## src/rtl/sccomp_run_ctrl_pkg.sv

```systemverilog
// Shared types for the sccomp run controller: state encoding, command bundle, defaults.
// Latency: none (types, constants and one pure function only).
// Backpressure: not applicable.
package sccomp_ctrl_pkg;

  localparam int ST_W         = 2;
  localparam int DEF_NREGS    = 32;
  localparam int DEF_SEL_W    = 5;
  localparam int DEF_IDLE_SEL = 7;

  typedef enum logic [ST_W-1:0] {
    ST_HALT = 2'b00,
    ST_RUN  = 2'b01,
    ST_STEP = 2'b10,
    ST_SCAN = 2'b11
  } state_e;

  typedef struct packed {
    logic halt;
    logic step;
    logic run;
    logic scan;
  } cmd_t;

  // Where HALT goes for a given set of same-cycle commands (halt > step > run > scan).
  function automatic state_e halt_next(input cmd_t c);
    if (c.halt) return ST_HALT;
    if (c.step) return ST_STEP;
    if (c.run)  return ST_RUN;
    if (c.scan) return ST_SCAN;
    return ST_HALT;
  endfunction

endpackage

```

## src/rtl/sccomp_run_ctrl_if.sv

```systemverilog
// Control/debug bundle between the board side, sccomp and the run controller.
// Latency: wires only.
// Backpressure: scan_valid/scan_ready handshake; optional breakpoint signals under SCCOMP_RUN_CTRL_BREAKPOINT_EN.
interface sccomp_run_ctrl_if #(
  parameter int SEL_W = 5
);
  logic             cmd_run;
  logic             cmd_halt;
  logic             cmd_step;
  logic             cmd_scan;
  logic [31:0]      pc_in;
  logic             cpu_ce;
  logic [SEL_W-1:0] reg_sel;
  logic [31:0]      reg_data;
  logic             scan_valid;
  logic             scan_ready;
  logic [SEL_W-1:0] scan_idx;
  logic [31:0]      scan_data;
  logic [1:0]       state;
  logic [31:0]      retired;
`ifdef SCCOMP_RUN_CTRL_BREAKPOINT_EN
  logic             bp_en;
  logic [31:0]      bp_addr;
  logic             bp_hit;

  modport master (
    input  cmd_run, cmd_halt, cmd_step, cmd_scan, pc_in, reg_data, scan_ready, bp_en, bp_addr,
    output cpu_ce, reg_sel, scan_valid, scan_idx, scan_data, state, retired, bp_hit
  );
  modport slave (
    output cmd_run, cmd_halt, cmd_step, cmd_scan, pc_in, reg_data, scan_ready, bp_en, bp_addr,
    input  cpu_ce, reg_sel, scan_valid, scan_idx, scan_data, state, retired, bp_hit
  );
`else
  modport master (
    input  cmd_run, cmd_halt, cmd_step, cmd_scan, pc_in, reg_data, scan_ready,
    output cpu_ce, reg_sel, scan_valid, scan_idx, scan_data, state, retired
  );
  modport slave (
    output cmd_run, cmd_halt, cmd_step, cmd_scan, pc_in, reg_data, scan_ready,
    input  cpu_ce, reg_sel, scan_valid, scan_idx, scan_data, state, retired
  );
`endif
endinterface

```

## src/rtl/sccomp_run_ctrl_scanner.sv

```systemverilog
// sccomp_reg_scanner: walks register indices 0..NREGS-1, capturing each into a held beat.
// Latency: capture edge sets valid, so a beat appears 1 cycle after its capture cycle; one beat per 2 cycles.
// Backpressure: beat (valid/idx/data) held stable until ready; abort drops the beat and rewinds to index 0.
module sccomp_reg_scanner
  import sccomp_ctrl_pkg::*;
#(
  parameter int NREGS = DEF_NREGS,
  parameter int SEL_W = DEF_SEL_W
) (
  input  logic             clk,
  input  logic             rst,
  input  logic             i_active,
  input  logic             i_abort,
  input  logic [31:0]      i_reg_data,
  input  logic             i_ready,
  output logic             o_valid,
  output logic [SEL_W-1:0] o_idx,
  output logic [31:0]      o_data,
  output logic             o_done
);
  localparam logic [SEL_W-1:0] LAST_IDX = SEL_W'(NREGS - 1);

  logic             r_valid;
  logic [SEL_W-1:0] r_idx;
  logic [31:0]      r_data;
  logic             w_hs;
  logic             w_last;

  assign w_hs   = r_valid && i_ready;
  assign w_last = (r_idx == LAST_IDX);
  assign o_done = i_active && w_hs && w_last;

  // Alternate capture and present; abort wins over any handshake in the same cycle.
  always_ff @(posedge clk or posedge rst) begin
    if (rst) begin
      r_valid <= 1'b0;
      r_idx   <= '0;
      r_data  <= '0;
    end else if (i_abort) begin
      r_valid <= 1'b0;
      r_idx   <= '0;
    end else if (i_active) begin
      if (!r_valid) begin
        r_valid <= 1'b1;
        r_data  <= i_reg_data;
      end else if (i_ready) begin
        r_valid <= 1'b0;
        r_idx   <= w_last ? '0 : r_idx + 1'b1;
      end
    end
  end

  assign o_valid = r_valid;
  assign o_idx   = r_idx;
  assign o_data  = r_data;

endmodule

```

## src/rtl/sccomp_run_ctrl.sv

```systemverilog
// sccomp_run_ctrl: run/halt/single-step sequencer for sccomp plus register-dump scanner front end.
// Latency: cpu_ce combinational from state; commands act on the next edge; scan beat 1 cycle after capture.
// Backpressure: scan beats held until scan_ready. Macro SCCOMP_RUN_CTRL_BREAKPOINT_EN adds PC breakpoint.
module sccomp_run_ctrl
  import sccomp_ctrl_pkg::*;
#(
  parameter int NREGS    = DEF_NREGS,
  parameter int SEL_W    = DEF_SEL_W,
  parameter int IDLE_SEL = DEF_IDLE_SEL
) (
  input  logic              clk,
  input  logic              rstn,
  sccomp_run_ctrl_if.master bus
);
  state_e           r_state;
  state_e           w_state_nxt;
  cmd_t             w_cmd;
  logic             w_ce;
  logic             w_bp_gate;
  logic             w_scan_active;
  logic             w_scan_abort;
  logic             w_scan_done;
  logic [SEL_W-1:0] w_scan_idx;
  logic [31:0]      r_retired;

  assign w_cmd = '{halt: bus.cmd_halt, step: bus.cmd_step, run: bus.cmd_run, scan: bus.cmd_scan};

`ifdef SCCOMP_RUN_CTRL_BREAKPOINT_EN
  logic r_run_first;

  // The first RUN cycle after leaving HALT ignores a match so resuming at the breakpoint PC makes progress.
  always_ff @(posedge clk or posedge rstn) begin
    if (rstn) r_run_first <= 1'b0;
    else      r_run_first <= (r_state != ST_RUN) && (w_state_nxt == ST_RUN);
  end

  assign w_bp_gate  = bus.bp_en && (bus.pc_in == bus.bp_addr) && !r_run_first;
  assign bus.bp_hit = (r_state == ST_RUN) && w_bp_gate;
`else
  assign w_bp_gate = 1'b0;
`endif

  // State register.
  always_ff @(posedge clk or posedge rstn) begin
    if (rstn) r_state <= ST_HALT;
    else      r_state <= w_state_nxt;
  end

  // Next state, clock-enable and scan abort; unlisted commands for a state fall through ignored.
  always_comb begin
    w_state_nxt  = r_state;
    w_ce         = 1'b0;
    w_scan_abort = 1'b0;
    unique case (r_state)
      ST_HALT: w_state_nxt = halt_next(w_cmd);
      ST_RUN: begin
        // A breakpoint match blocks the instruction at that PC from retiring.
        w_ce = !w_bp_gate;
        if (w_cmd.halt || w_bp_gate) w_state_nxt = ST_HALT;
      end
      ST_STEP: begin
        w_ce        = 1'b1;
        w_state_nxt = ST_HALT;
      end
      ST_SCAN: begin
        if (w_cmd.halt) begin
          w_scan_abort = 1'b1;
          w_state_nxt  = ST_HALT;
        end else if (w_scan_done) begin
          w_state_nxt = ST_HALT;
        end
      end
      default: w_state_nxt = ST_HALT;
    endcase
  end

  // Retired-instruction counter; wraps naturally, cleared only by reset.
  always_ff @(posedge clk or posedge rstn) begin
    if (rstn)      r_retired <= '0;
    else if (w_ce) r_retired <= r_retired + 32'd1;
  end

  assign w_scan_active = (r_state == ST_SCAN);

  sccomp_reg_scanner #(
    .NREGS (NREGS),
    .SEL_W (SEL_W)
  ) u_scanner (
    .clk        (clk),
    .rst        (rstn),
    .i_active   (w_scan_active),
    .i_abort    (w_scan_abort),
    .i_reg_data (bus.reg_data),
    .i_ready    (bus.scan_ready),
    .o_valid    (bus.scan_valid),
    .o_idx      (w_scan_idx),
    .o_data     (bus.scan_data),
    .o_done     (w_scan_done)
  );

  assign bus.cpu_ce   = w_ce;
  assign bus.reg_sel  = w_scan_active ? w_scan_idx : SEL_W'(IDLE_SEL);
  assign bus.scan_idx = w_scan_idx;
  assign bus.state    = r_state;
  assign bus.retired  = r_retired;

endmodule

```

## src/flat_wrapper.sv

```systemverilog
// flat-port wrapper written by rule: the top's interface ports become plain ports
module sccomp_run_ctrl_flat import sccomp_ctrl_pkg::*;
#(
  parameter int NREGS    = DEF_NREGS,
  parameter int SEL_W    = DEF_SEL_W,
  parameter int IDLE_SEL = DEF_IDLE_SEL
)
  (clk, rstn, bus_cmd_run, bus_cmd_halt, bus_cmd_step, bus_cmd_scan, bus_pc_in, bus_reg_data, bus_scan_ready, bus_cpu_ce, bus_reg_sel, bus_scan_valid, bus_scan_idx, bus_scan_data, bus_state, bus_retired);
  sccomp_run_ctrl_if #(.SEL_W(SEL_W)) bus_i ();
  input  logic clk;
  input  logic rstn;
  input wire logic [$bits(bus_i.cmd_run)-1:0] bus_cmd_run;
  input wire logic [$bits(bus_i.cmd_halt)-1:0] bus_cmd_halt;
  input wire logic [$bits(bus_i.cmd_step)-1:0] bus_cmd_step;
  input wire logic [$bits(bus_i.cmd_scan)-1:0] bus_cmd_scan;
  input wire logic [$bits(bus_i.pc_in)-1:0] bus_pc_in;
  input wire logic [$bits(bus_i.reg_data)-1:0] bus_reg_data;
  input wire logic [$bits(bus_i.scan_ready)-1:0] bus_scan_ready;
  output wire logic [$bits(bus_i.cpu_ce)-1:0] bus_cpu_ce;
  output wire logic [$bits(bus_i.reg_sel)-1:0] bus_reg_sel;
  output wire logic [$bits(bus_i.scan_valid)-1:0] bus_scan_valid;
  output wire logic [$bits(bus_i.scan_idx)-1:0] bus_scan_idx;
  output wire logic [$bits(bus_i.scan_data)-1:0] bus_scan_data;
  output wire logic [$bits(bus_i.state)-1:0] bus_state;
  output wire logic [$bits(bus_i.retired)-1:0] bus_retired;
  assign bus_i.cmd_run = bus_cmd_run;
  assign bus_i.cmd_halt = bus_cmd_halt;
  assign bus_i.cmd_step = bus_cmd_step;
  assign bus_i.cmd_scan = bus_cmd_scan;
  assign bus_i.pc_in = bus_pc_in;
  assign bus_i.reg_data = bus_reg_data;
  assign bus_i.scan_ready = bus_scan_ready;
  assign bus_cpu_ce = bus_i.cpu_ce;
  assign bus_reg_sel = bus_i.reg_sel;
  assign bus_scan_valid = bus_i.scan_valid;
  assign bus_scan_idx = bus_i.scan_idx;
  assign bus_scan_data = bus_i.scan_data;
  assign bus_state = bus_i.state;
  assign bus_retired = bus_i.retired;
  sccomp_run_ctrl #(.NREGS(NREGS), .SEL_W(SEL_W), .IDLE_SEL(IDLE_SEL)) u_core (.clk(clk), .rstn(rstn), .bus(bus_i));
endmodule
```

## config.mk

```make
export PLATFORM = sky130hd
export DESIGN_NAME = sccomp_run_ctrl_flat
export DESIGN_NICKNAME = d
export VERILOG_FILES = /design/src/rtl/sccomp_run_ctrl_pkg.sv /design/src/rtl/sccomp_run_ctrl_if.sv /design/src/rtl/sccomp_run_ctrl_scanner.sv /design/src/rtl/sccomp_run_ctrl.sv /design/src/flat_wrapper.sv
export SDC_FILE = /design/constraint.sdc
export NUM_CORES = 1
export LEC_CHECK = 0
export BUFFER_PORTS_ARGS = -buffer_cell sky130_fd_sc_hd__clkbuf_2
export CAP_MARGIN = 25
export CORE_ASPECT_RATIO = 1.2
export CORE_MARGIN = 8
export CORE_UTILIZATION = 30
export CTS_BUF_LIST = sky130_fd_sc_hd__clkbuf_4 sky130_fd_sc_hd__clkbuf_8
export CTS_CLUSTER_DIAMETER = 50
export CTS_CLUSTER_SIZE = 24
export DETAILED_ROUTE_END_ITERATION = 8
export SYNTH_ARGS = -nofsm -noshare
export SYNTH_HDL_FRONTEND = slang
export SYNTH_SLANG_ARGS = --single-unit
```

## constraint.sdc

```tcl
create_clock -name clk -period 4 [get_ports clk]
set_input_delay 0.4 -clock clk [delete_from_list [all_inputs] [get_ports clk]]
set_output_delay 0.4 -clock clk [all_outputs]
set_load 0.01 [all_outputs]
```

==> results of run 1 <==
[metal layers]
metal | GRT usage | vias up | share of wire
met2 | 0.174 | 71 | 0.49
met3 | 0.0470 | 10 | 0.092
met1 | 0.130 | 1159 | 0.40
met5 | 0 | - | 0
li1 | - | 1121 | -
met4 | 0.0438 | 0 | 0.017
[worst register-to-register path: stages (launching register included)]
cell	delay (ps)
dfrtp_1	440
ha_1	360
nor3b_2	770
buf_4	420
mux2_2	390
[Yosys cell counts, drive strengths merged, types with 2 or more instances]
master,instances
dfrtp,72
mux2,33
xnor2,21
nand2,18
nand3,12
nand4,10
xor2,10
inv,9
ha,7
nor2,7
nand2b,6
nor4,6
o21ai,6
buf,5
nor3,5
a21oi,3
and2,3
and3,3
and4,2
nor2b,2
[area by class of cell]
class | count | area [um^2]
well taps | 129 | 161
clock inverters | 3 | 42.5
inverters | 9 | 33.8
clock buffers | 12 | 153
fillers | 1058 | 6300
flip-flops and latches | 72 | 1800
multi-input cells | 164 | 1290
repair buffers | 120 | 626
[report_power, final]
group | switching, uW | leakage (uW) | total (uW) | internal, uW
Combinational | 233 | 0.00105 | 462 | 229
Clock | 256 | 0.0000993 | 571 | 315
Sequential | 112 | 0.000970 | 981 | 869
[stage by stage]
| stage | util | cells | total power [uW] | worst slack [ps] |
|---|---|---|---|---|
| 6_report | 0.395 | 509 | 2010 | 1510 |
| 4_1_cts | 0.392 | 507 | 2050 | 1450 |
| 2_1_floorplan | - | 251 | 1230 | 1780 |
| 3_3_place_gp | 0.373 | 492 | 1450 | 1490 |
| 5_1_grt | 0.395 | 509 | 2160 | 1270 |
| 3_5_place_dp | 0.373 | 492 | 1470 | 1470 |
[sequential cells by signal, summed over array words and instances (netlist names)]
signal                    count
u_core.u_scanner.o_valid      1
u_core.u_scanner.o_idx        5
u_core.u_scanner.o_data      32
u_core.bus.retired           32
u_core.bus.state              2
[worst max path at each step]
stage	from	endpoint	slack, ps	cells after the start
after floorplan	rstn	u_core.bus.retired[0]	1780	1
final	u_core.bus.state[0]	u_core.u_scanner.o_data[28]	1510	4
after global placement	u_core.bus.state[0]	u_core.u_scanner.o_data[8]	1490	4
after CTS	u_core.bus.state[0]	u_core.u_scanner.o_data[12]	1450	4
after detailed placement	u_core.bus.state[0]	u_core.u_scanner.o_data[12]	1470	4
after global routing	u_core.bus.state[0]	u_core.u_scanner.o_data[29]	1270	4
[logic make-up (layout without fill, tap and decap cells)]
| logic type | Yosys count | after routing | synth area share |
|---|---|---|---|
| AO/OA/AOI/OAI | 15 | 15 | 0.0293 |
| AND/OR/NAND/NOR | 78 | 78 | 0.147 |
| buffers and inverters | 15 | 144 | 0.0218 |
| XOR/XNOR | 31 | 31 | 0.0859 |
| multiplexers | 33 | 33 | 0.118 |
| flip-flops | 72 | 72 | 0.570 |
| adder cells (fa/ha/maj) | 7 | 7 | 0.0277 |
==> flow_metrics.env, run 1 <==
export IMPL_antennaDiodeCount=0
export IMPL_period_needed_ps=2490
export IMPL_cts_buffers_inserted=9
export IMPL_cts_tree="built"
export IMPL_crit_arrival_ps=2710
export IMPL_cts_setup_buffers=0
export IMPL_critPathRequiredTime_ps=4210
export IMPL_p_leak_uw=0.00212
export IMPL_end_kind="flop"
export IMPL_synth_edf_count=0
export IMPL_antenna_found_initial=0
export IMPL_ys_seq_area_frac=0.570
export IMPL_r2r_end="u_core.u_scanner.o_data[28]"
export IMPL_tightest_slew_ps=868
export IMPL_path_clk_slew_ps=70
export IMPL_fp_dieArea_um2=14100
export IMPL_period_share=0.624
export IMPL_cp_num_buf_inv=1
export IMPL_wl_per_cell_um=14.6
export IMPL_portBuffers=116
export IMPL_reg2reg_from="u_core.bus.state[0]"
export IMPL_final_layout_size_suffix_gt1_frac=0.455
export IMPL_placed_cell_area_um2=3890
export IMPL_drv_cap=0
export IMPL_synth_area_um2=3160
export IMPL_die_x_um=110
export IMPL_clockRootBuffer="clkbuf_8"
export IMPL_die_h_um=128
export IMPL_postSynth_asyncResetShare=1.00
export IMPL_synth_cell_types=38
export IMPL_cts_hold_buf=0
export IMPL_hold_slack_ps=277
export IMPL_via_count=2361
export IMPL_syn_inst=251
export IMPL_area_growth_pct=30.1
export IMPL_layout_commonest_cell="clkbuf_2"
export IMPL_via_per_inst=4.64
export IMPL_fin_skew_ps=8.54
export IMPL_postRouteAntennaNets=0
export IMPL_nets=454
export IMPL_hold_viol_final=0
export IMPL_grt_pass1_wl_um=12200
export IMPL_setup_tns_ps=0
export IMPL_synthTopCellsByArea="dfrtp_1, mux2_2, xnor2_1"
export IMPL_critPathSlowestCell="nor3b_2"
export IMPL_track_usage=0.111
export IMPL_slew_viol_final=0
export IMPL_syn_area_per_cell_um2=12.6
export IMPL_wirelength_um=7450
export IMPL_grt_max_degree=47
export IMPL_relSlewSlack=0.419
export IMPL_status="finished clean"
export IMPL_hpwl_um=5690
export IMPL_ys_ff_latch=72
export IMPL_hp_class="in -> reg"
export IMPL_htree_levels=3
export IMPL_cp_max_fo=22
export IMPL_clock_sinks=72
export IMPL_grt_overflow=0
export IMPL_yosysWarnings=0
export IMPL_synth_top_area_share=0.570
export IMPL_reg2reg_depth=4
export IMPL_first_iter_violations=49
export IMPL_io_pins=149
export IMPL_holdCritStartpoint="bus_reg_data[5]"
export IMPL_layout_common_cells="clkbuf_2, dfrtp_1, mux2_2"
export IMPL_ys_flop_type="dfrtp_1"
export IMPL_place_gp_congestion=0.765
export IMPL_syn_num_nets=329
export IMPL_core_um2=10400
export IMPL_peakVddDrop_uv=142
export IMPL_grt_pass1_vias=2472
export IMPL_start_kind="flop"
export IMPL_max_clock_path_buffers=2
export IMPL_min_path_cells=2
export IMPL_rrSetupSlack_ps=1510
export IMPL_design_area_um2=4110
export IMPL_finalSetupViolCount=0
export IMPL_path_class="reg -> reg"
export IMPL_clk_latency_ps=340
export IMPL_cts_resized=0
export IMPL_rows=41
export IMPL_max_freq_mhz=401
export IMPL_drc=0
export IMPL_rsz0062_at_grt="no"
export IMPL_synth_top_area_cell="dfrtp_1"
export IMPL_initial_core_util=0.303
export IMPL_min_to="u_core.u_scanner.o_data[5]"
export IMPL_firstDrtPassIters=4
export IMPL_p_per_area_nw_per_um2=490
export IMPL_path_delay_family="simple AND/OR/NAND/NOR gates"
export IMPL_path_cells="ha_1 -> nor3b_2 -> buf_4 -> mux2_2"
export IMPL_cpPeakStageDelay_ps=770
No activity file was read; power rests on OpenSTA's default activity.
==> inputs of run 2 (changes only) <==
==> constraint.sdc (replaced) <==
create_clock -name clk -period 2.25 [get_ports clk]
set_input_delay 0.225 -clock clk [delete_from_list [all_inputs] [get_ports clk]]
set_output_delay 0.225 -clock clk [all_outputs]
set_load 0.01 [all_outputs]
==> flow_metrics.env, run 2 (synthesis results as in run 1) <==
export IMPL_max_freq_mhz=482
export IMPL_nets=460
export IMPL_drc=0
export IMPL_power_uw=3560
export IMPL_path_class="reg -> reg"
export IMPL_core_um2=10400
export IMPL_stdcell_count=515
export IMPL_final_layout_size_suffix_gt1_frac=0.466
export IMPL_hold_viol_final=0
export IMPL_sequentialPowerShare=0.489
export IMPL_dp_slack_ps=135
export IMPL_end_kind="flop"
export IMPL_io_pins=149
export IMPL_rsz0062_at_grt="no"
export IMPL_critPathSlowestCell="or3_1"
export IMPL_setup_tns_ps=0
export IMPL_p_sw_frac=0.299
export IMPL_via_per_inst=4.53
export IMPL_grt_max_degree=34
export IMPL_fin_skew_ps=7.92
export IMPL_cpPeakStageDelay_ps=480
export IMPL_via_count=2335
export IMPL_die_h_um=128
export IMPL_postRouteAntennaNets=0
export IMPL_grt_pass1_wl_um=12000
export IMPL_p_per_area_nw_per_um2=856
export IMPL_drv_cap=0
export IMPL_critPathRequiredTime_ps=2510
export IMPL_cp_max_fo=6
export IMPL_rows=41
export IMPL_start_kind="flop"
export IMPL_path_cells="inv_1 -> ha_1 -> nand4_1 -> or3_1 -> nor4_2 -> xor2_1"
export IMPL_antennaDiodeCount=0
export IMPL_path_clk_slew_ps=70
export IMPL_clock_power_share=0.280
export IMPL_die_x_um=110
export IMPL_clock_sinks=72
export IMPL_peakVddDrop_uv=274
export IMPL_track_usage=0.109
export IMPL_layout_commonest_cell="clkbuf_2"
export IMPL_finalWorstSetupSlack_ps=174
export IMPL_tightest_slew_ps=525
export IMPL_period_share=0.923
export IMPL_cts_buffers_inserted=9
export IMPL_hp_class="in -> reg"
export IMPL_share_comb_of_total_power=0.231
export IMPL_portBuffers=116
export IMPL_wirelength_um=7440
export IMPL_hpwl_um=5840
export IMPL_utilization=0.399
export IMPL_clockRootBuffer="clkbuf_8"
export IMPL_max_clock_path_buffers=2
export IMPL_cts_tree="built"
export IMPL_area_growth_pct=31.6
export IMPL_netSwitchingPower_uw=1060
export IMPL_fp_dieArea_um2=14100
export IMPL_htree_levels=3
export IMPL_p_leak_uw=0.00216
export IMPL_antenna_found_initial=0
export IMPL_wl_per_cell_um=14.5
export IMPL_layout_common_cells="clkbuf_2, dfrtp_1, mux2_2"
export IMPL_initial_core_util=0.303
export IMPL_first_iter_violations=53
export IMPL_period_needed_ps=2080
export IMPL_grt_pass1_vias=2400
export IMPL_place_inst=499
export IMPL_relSlewSlack=0.649
export IMPL_status="finished clean"
export IMPL_place_gp_congestion=0.789
export IMPL_crit_arrival_ps=2340
export IMPL_grt_overflow=0
export IMPL_cts_setup_buffers=0
export IMPL_slew_viol_final=0
export IMPL_p_int_uw=2500
export IMPL_clk_latency_ps=340
export IMPL_firstDrtPassIters=4
export IMPL_finalSetupViolCount=0
[run 2: repair_timing]
item / in CTS / in global routing
hold buffers: 1 / 0
resized for setup: 0 / 1
endpoints found under the hold margin: 20 / 0
setup endpoints to repair: 0 / 1
[run 2: final timing paths]
check,from,end,slack [ps],cells past startpoint
max in group asynchronous,rstn,u_core.u_scanner.o_idx[3],1140,4
min in group asynchronous,rstn,u_core.bus.retired[12],460,3
worst min-delay path,bus_reg_data[1],u_core.u_scanner.o_data[1],110,2
worst min register to register,u_core.u_scanner.o_data[25],u_core.u_scanner.o_data[25],490,1
worst max register to register,u_core.bus.state[0],u_core.bus.retired[15],170,6
worst max-delay path,u_core.bus.state[0],u_core.bus.retired[15],170,6
[run 2: area by class of cell]
cell class / count / area, um^2
sequential: 72 / 1800
multi-input combinational: 164 / 1300
clock inverter: 4 / 45.0
tap: 129 / 161
fill: 1045 / 6260
clock buffer: 11 / 145
inverter: 9 / 33.8
timing repair buffer: 126 / 671
[run 2: stage by stage]
step / instance area [um^2] / hold slack [ps]
4_1_cts: 4150 / 79.6
6_report: 4160 / 105
3_3_place_gp: 3950 / 286
2_1_floorplan: 3160 / 288
5_1_grt: 4160 / 86.6
3_5_place_dp: 3950 / 292
[run 2: metal layers]
metal | track usage | vias to the layer above | part of all wire
li1 | - | 1129 | -
met1 | 0.129 | 1129 | 0.41
met2 | 0.176 | 70 | 0.49
met3 | 0.0380 | 7 | 0.091
met4 | 0.0430 | 0 | 0.012
met5 | 0 | - | 0
[run 2: power by group through the flow]
stage / Combinational, uW / Clock (uW) / Sequential, uW
2_1_floorplan: 318 / 0 / 1870
5_1_grt: 911 / 1100 / 1790
4_1_cts: 852 / 1050 / 1740
3_3_place_gp: 834 / 0 / 1760
3_5_place_dp: 849 / 0 / 1770
6_report: 822 / 997 / 1740
[run 2: critical path: cells and delay by family (launching register included)]
kind	cells	cell delay (ps)
flops	1	450
buf+inv	1	70
xor+xnor	1	180
simple gates	3	940
fa+ha+maj	1	360
